[config.mk]
export PLATFORM = sky130hd
export DESIGN_NAME = cube
export DESIGN_NICKNAME = d
export VERILOG_FILES = /design/src/rtl/cube_pkg.sv /design/src/rtl/cube_shmul.sv /design/src/rtl/cube.sv
export SDC_FILE = /design/constraint.sdc
export NUM_CORES = 1
export LEC_CHECK = 0
export ABC_AREA = 1
export BUFFER_PORTS_ARGS = -buffer_cell sky130_fd_sc_hd__buf_2
export CAP_MARGIN = 20
export CORE_MARGIN = 4
export CORE_UTILIZATION = 40
export DETAILED_ROUTE_END_ITERATION = 10
export PLACE_DENSITY_LB_ADDON = 0.08
export SLEW_MARGIN = 20
export SYNTH_ARGS = -nofsm -noshare
export SYNTH_HDL_FRONTEND = slang
export SYNTH_HIERARCHICAL = 1
export SYNTH_SLANG_ARGS = --single-unit
[constraint.sdc]
create_clock -name clk -period 2.3 [get_ports clk]
set_input_delay 0.115 -clock clk [delete_from_list [all_inputs] [get_ports clk]]
set_output_delay 0.115 -clock clk [all_outputs]
set_load 0.005 [all_outputs]
[src/rtl/cube_pkg.sv]
`default_nettype none
// ============================================================================
// cube_pkg : shared FSM state encoding and default operand width for cube.
// Revision : 1.0
// ============================================================================
package cube_pkg;

    localparam int N_DEFAULT = 8;

    typedef enum logic [2:0] {
        IDLE   = 3'd0,
        SQ_LD  = 3'd1,
        SQ_RUN = 3'd2,
        CU_LD  = 3'd3,
        CU_RUN = 3'd4,
        FIN    = 3'd5
    } state_t;

endpackage
`default_nettype wire

[src/rtl/cube_shmul.sv]
`default_nettype none
// ============================================================================
// shmul : iterative shift-add multiplier, 2N-bit a times N-bit b, 3N-bit result.
// Revision : 1.0
// ============================================================================
module shmul #(
    parameter int N = 8
) (
    input  logic             clk,
    input  logic             rst,
    input  logic             load,
    input  logic             step,
    input  logic [2*N-1:0]   a,
    input  logic [N-1:0]     b,
    output logic [3*N-1:0]   product,
    output logic             last
);

    localparam int CW = $clog2(N + 1);

    logic [3*N-1:0] acc;
    logic [3*N-1:0] mcand;
    logic [N-1:0]   mplier;
    logic [CW-1:0]  cnt;

    // Value the accumulator takes at the end of the current step, so the
    // caller can capture the finished product on the same edge as the last step.
    assign product = mplier[0] ? (acc + mcand) : acc;
    assign last    = (cnt == CW'(N - 1));

    always_ff @(posedge clk or negedge rst) begin
        if (!rst) begin
            acc    <= '0;
            mcand  <= '0;
            mplier <= '0;
            cnt    <= '0;
        end else if (load) begin
            acc    <= '0;
            mcand  <= {{N{1'b0}}, a};
            mplier <= b;
            cnt    <= '0;
        end else if (step) begin
            acc    <= product;
            mcand  <= mcand << 1;
            mplier <= mplier >> 1;
            cnt    <= cnt + CW'(1);
        end
    end

endmodule
`default_nettype wire

[src/rtl/cube.sv]
`default_nettype none
// ============================================================================
// cube : computes x^3 by running one shared shift-add multiplier twice.
// Revision : 1.0
// ============================================================================
module cube
    import cube_pkg::*;
#(
    parameter int N = N_DEFAULT
) (
    input  logic             clk,
    input  logic             rst,
    input  logic [N-1:0]     x_i,
    input  logic             start,
    output logic [3*N-1:0]   result,
    output logic             busy,
    output logic             done
);

    state_t         state;
    logic [N-1:0]   x;
    logic [2*N-1:0] sq;

    logic           mul_load;
    logic           mul_step;
    logic           mul_last;
    logic [2*N-1:0] mul_a;
    logic [3*N-1:0] mul_p;

    assign mul_load = (state == SQ_LD)  || (state == CU_LD);
    assign mul_step = (state == SQ_RUN) || (state == CU_RUN);
    assign mul_a    = (state == CU_LD) ? sq : {{N{1'b0}}, x};

    shmul #(.N(N)) u_shmul (
        .clk     (clk),
        .rst     (rst),
        .load    (mul_load),
        .step    (mul_step),
        .a       (mul_a),
        .b       (x),
        .product (mul_p),
        .last    (mul_last)
    );

    always_ff @(posedge clk or negedge rst) begin
        if (!rst) begin
            state  <= IDLE;
            x      <= '0;
            sq     <= '0;
            result <= '0;
            busy   <= 1'b0;
            done   <= 1'b0;
        end else begin
            case (state)
                IDLE: begin
                    if (start) begin
                        x     <= x_i;
                        busy  <= 1'b1;
                        state <= SQ_LD;
                    end
                end
                SQ_LD:  state <= SQ_RUN;
                SQ_RUN: begin
                    if (mul_last) begin
                        sq    <= mul_p[2*N-1:0];
                        state <= CU_LD;
                    end
                end
                CU_LD:  state <= CU_RUN;
                CU_RUN: begin
                    // result moves only on the edge entering FIN
                    if (mul_last) begin
                        result <= mul_p;
                        done   <= 1'b1;
                        state  <= FIN;
                    end
                end
                FIN: begin
                    done  <= 1'b0;
                    busy  <= 1'b0;
                    state <= IDLE;
                end
                default: begin
                    done  <= 1'b0;
                    busy  <= 1'b0;
                    state <= IDLE;
                end
            endcase
        end
    end

endmodule
`default_nettype wire

==> out/results.txt <==
Synthesis produced 928 cells. Total I/O pin count: 37. The slowest stage of the critical path belongs to the cell dfrtp_1. Input and output buffers added on the ports amount to 36. The number of nets in the synthesized netlist is 964.

Counting instances, the worst hold path has a depth of 3. The smallest clock period supported by the final layout is computed as 2.11 ns. For the total negative setup slack, the log shows 0 ns. In the post-synthesis netlist, the biggest area contributors are dfrtp_1, nand2_1, inv_1. The global-route total usage across every layer is 19.7%. In the final routed layout, each cell accounts on average for 14.3 µm.

For this run, the number of standard cells in the final layout without fillers is 1212. The power density over the cells is 1410 nW/µm². Yosys printed 6 warnings. The biggest area contributor in the post-synthesis netlist is dfrtp_1.

Setup repair after global routing left no endpoint under its margin. Across the run, the number of max-cap violations was 0. Measured along the y axis, the die boundary spans 138 µm.

The clock latency on the worst-skew pair was 0.42 ns. The number of inserted filler cells in the final layout was 1701; the share of the clock period used by the worst path after layout was 91.7%. Clock-pin slew was measured on the worst setup and hold paths at 0.05 ns. The final routed wirelength across all metal layers was 17400 µm. In this design, the critical path's most frequently occurring cell is nand3_1. For the count of placed standard cells including taps, the log shows 1172. Antenna violation net count after detailed routing: 0.

At the end of the flow, the number of nets in the layout was 1016. Transition time of the tightest slew-check pin: 0.558 ns. The share of the synthesized area in the top cell type came out at 41.8%. Compared with the post-synthesis result, the final layout area differs by 17.9%.

Detailed placement finished with a half-perimeter wire length of 12600 µm. For this run, the top clock speed supported by timing is 0.474 GHz. For the count of routing violations after the opening detailed-route iteration, the log shows 259. The tightest min-delay check is of the input port to register type. From left edge to right edge, the die measures 138 µm.

For the initial antenna violation count, the log shows 0. The leakage power was 4.28 nW. The first global-routing pass estimated 28700 µm of wire.

The number of buffers between clock root and the deepest sink was 2; the final max-slew violation count was 0. Overall via count from detail_route: 5717. The placed instances occupy a cell area of 7220 µm². Grouping stages by cell kind, the critical path spends the most delay in simple AND/OR/NAND/NOR gates.

The pre-antenna-repair detailed-routing pass consisted of 5 iterations. The H-tree generated during clock tree synthesis spans 4 levels. Final instance area: 7970 µm². Category of the most critical setup path: register to register. The endpoint required time on the critical path came out at 2.58 ns.

Number of endpoints failing setup at the final stage: 0. Of the cells placed in the final design, the portion with a size suffix greater than 1 is 14.3%. Master cell of the clock root buffer: clkbuf_16.

The number of buffers and inverters on the critical path is 1. The die covers 19000 µm². TritonCTS built the clock tree. IR analysis of the VDD net gives a maximum drop of 1.27 mV. The total area inside the core boundary comes to 16600 µm².

Counting buffers and inverters, the worst setup path is 11 cells deep. The placement row count is 47, and the number of CTS-inserted buffers is 17. For this run, the register share of the synthesized area comes to 41.8%. In this run the worst path has a maximum fanout of 4. The utilization after layout was 48.0%.

On the final layout, the worst clock skew is 0.0108 ns. Using the TritonRoute via totals, the vias-per-cell ratio works out to 4.72. The number of cells on the worst reg-to-reg path is 11. The logs give 6760 µm² for the synthesized area and 0 for the count of antenna diodes in the layout. The endpoint class of the critical path was a register. In this run, distinct cell masters in the synthesized netlist total 37. The logs give 0 for the total setup buffers inserted after CTS and 54 for the maximum number of pins on one net before global-route repair.

The clock net sink count is 113, and the synthesized flop and latch total is 113. The arrival time reported for the critical path endpoint is 2.39 ns, and the number of global-route vias before repair is 5475. For the final hold violation count, the log shows 0. Traced cell by cell, the critical path runs through ha_1 -> nand2_2 -> nor2_4 -> nand3_1 -> nand3_1 -> nand2_1 -> nand3_1 -> nand3_2 -> and2_1 -> inv_1 -> o21ai_1. The initial utilization of the core area, before any placement, comes to 40.7%. The worst pin sits at a relative slew slack of 62.8%.

STA classifies the critical path startpoint as a register. Routability-driven placement finished with a final weighted congestion of 0.867. After global routing the overflow that remains totals 0. On the worst path, the slowest cell contributes a delay of 0.40 ns. The flow ran to the end, and the final reports show no timing, DRC or antenna violations. Each instance of the synthesized netlist takes up on average 7.28 µm². After detailed routing, the number of remaining DRC violations is 0.
per-layer routing:
metal	GRT usage (%)	share of wire [%]	vias to the layer above
met4	4.83	0.93	0
met2	31.9	48	67
met1	27.2	49	2606
li1	-	-	3026
met5	0	0	-
met3	3.85	2.5	18
path summary, 6_finish.rpt:
path                                              startpoint                           to  slack (ns)
min in group asynchronous                                rst  u_shmul/acc[15]$_DFFE_PN0P_        0.23
worst max-delay path            u_shmul/mcand[7]$_DFFE_PN0P_       result[17]$_DFFE_PN0P_        0.19
worst min-delay path                                   start             x[7]$_DFFE_PN0P_        0.02
max in group asynchronous                                rst            sq[2]$_DFFE_PN0P_        1.35
worst max register to register  u_shmul/mcand[7]$_DFFE_PN0P_       result[17]$_DFFE_PN0P_        0.19
worst min register to register         result[1]$_DFFE_PN0P_        result[1]$_DFFE_PN0P_        0.48
registers in the layout (all words and copies together) (netlist names):
| register | cells |
|---|---|
| u_shmul/acc | 24 |
| u_shmul/mcand | 24 |
| u_shmul/cnt | 4 |
| x | 8 |
| result | 24 |
| u_shmul/mplier | 8 |
| done | 1 |
| busy | 1 |
| state | 3 |
| sq | 16 |
timing repair:
action	CTS	global route
setup endpoints to repair	0	12
resized for setup	0	14
hold endpoints to repair	47	0
hold buffers	9	0
cells in the final DEF, fill, tap and decap left out, drive strengths merged:
cell type and instances:
buf 55, nand3 74, dfrtp 113, xnor2 1, a21oi 18, o211ai 3
a22oi 19, nor3 3, and2 14, inv 154, fa 1, or2 9
ha 24, dlygate4sd3 9, nand4 9, clkinvlp 1, o22ai 10, xor2 6
nand3b 1, nor2 45, clkbuf 20, nand2 318, clkinv 7, o21ai 67
a21boi 3, bufinv 4, o21a 4
cell usage after synthesis (all sizes together):
cell and count:
buf 24, nand2 318, fa 1, ha 24, nand3 74, o211ai 3, nand4 9, o22ai 10
or2 9, nand3b 1, dfrtp 113, xor2 6, and2 14, clkinv 1, xnor2 1, nor3 3
a21oi 18, inv 154, a21boi 3, clkbuf 7, o21a 4, nor2 45, o21ai 67, a22oi 19
area by class of cell:
type	count	area, µm²	share of cell area (%)
well taps	220	275	3.46
repair buffers	64	453	5.69
inverters	155	583	7.32
clock inverters	11	161	2.03
multi-input cells	629	3210	40.3
clock buffers	20	457	5.73
flip-flops and latches	113	2830	35.5
cell families after synthesis:
kind of cell / count (synthesis) / synth area share [%]
simple gates: 473 / 30.4
xor+xnor: 7 / 0.907
buf+inv: 186 / 11.4
fa+ha+maj: 25 / 4.74
flops: 113 / 41.8
compound gates: 124 / 10.7
where the power goes:
part | internal, W | switching [W]
clock network | 0.00185 | 0.000933
registers | 0.00274 | 0.000531
logic | 0.00188 | 0.00332
total | 0.00647 | 0.00479
tightest hold or removal path, cell delays in order:
cell and delay (ns):
buf_2 0.15, nand3_1 0.09, nand2_1 0.04
stage by stage:
step           power [W]  hold slack, ns  setup slack, ns
2_1_floorplan    0.00690          -0.181            0.264
3_3_place_gp     0.00846           0.148            0.136
3_5_place_dp     0.00849           0.153            0.147
4_1_cts           0.0113          0.0138            0.117
5_1_grt           0.0123          0.0290          0.00854
6_report          0.0113          0.0230            0.190
(Power assumes the default switching activity.)
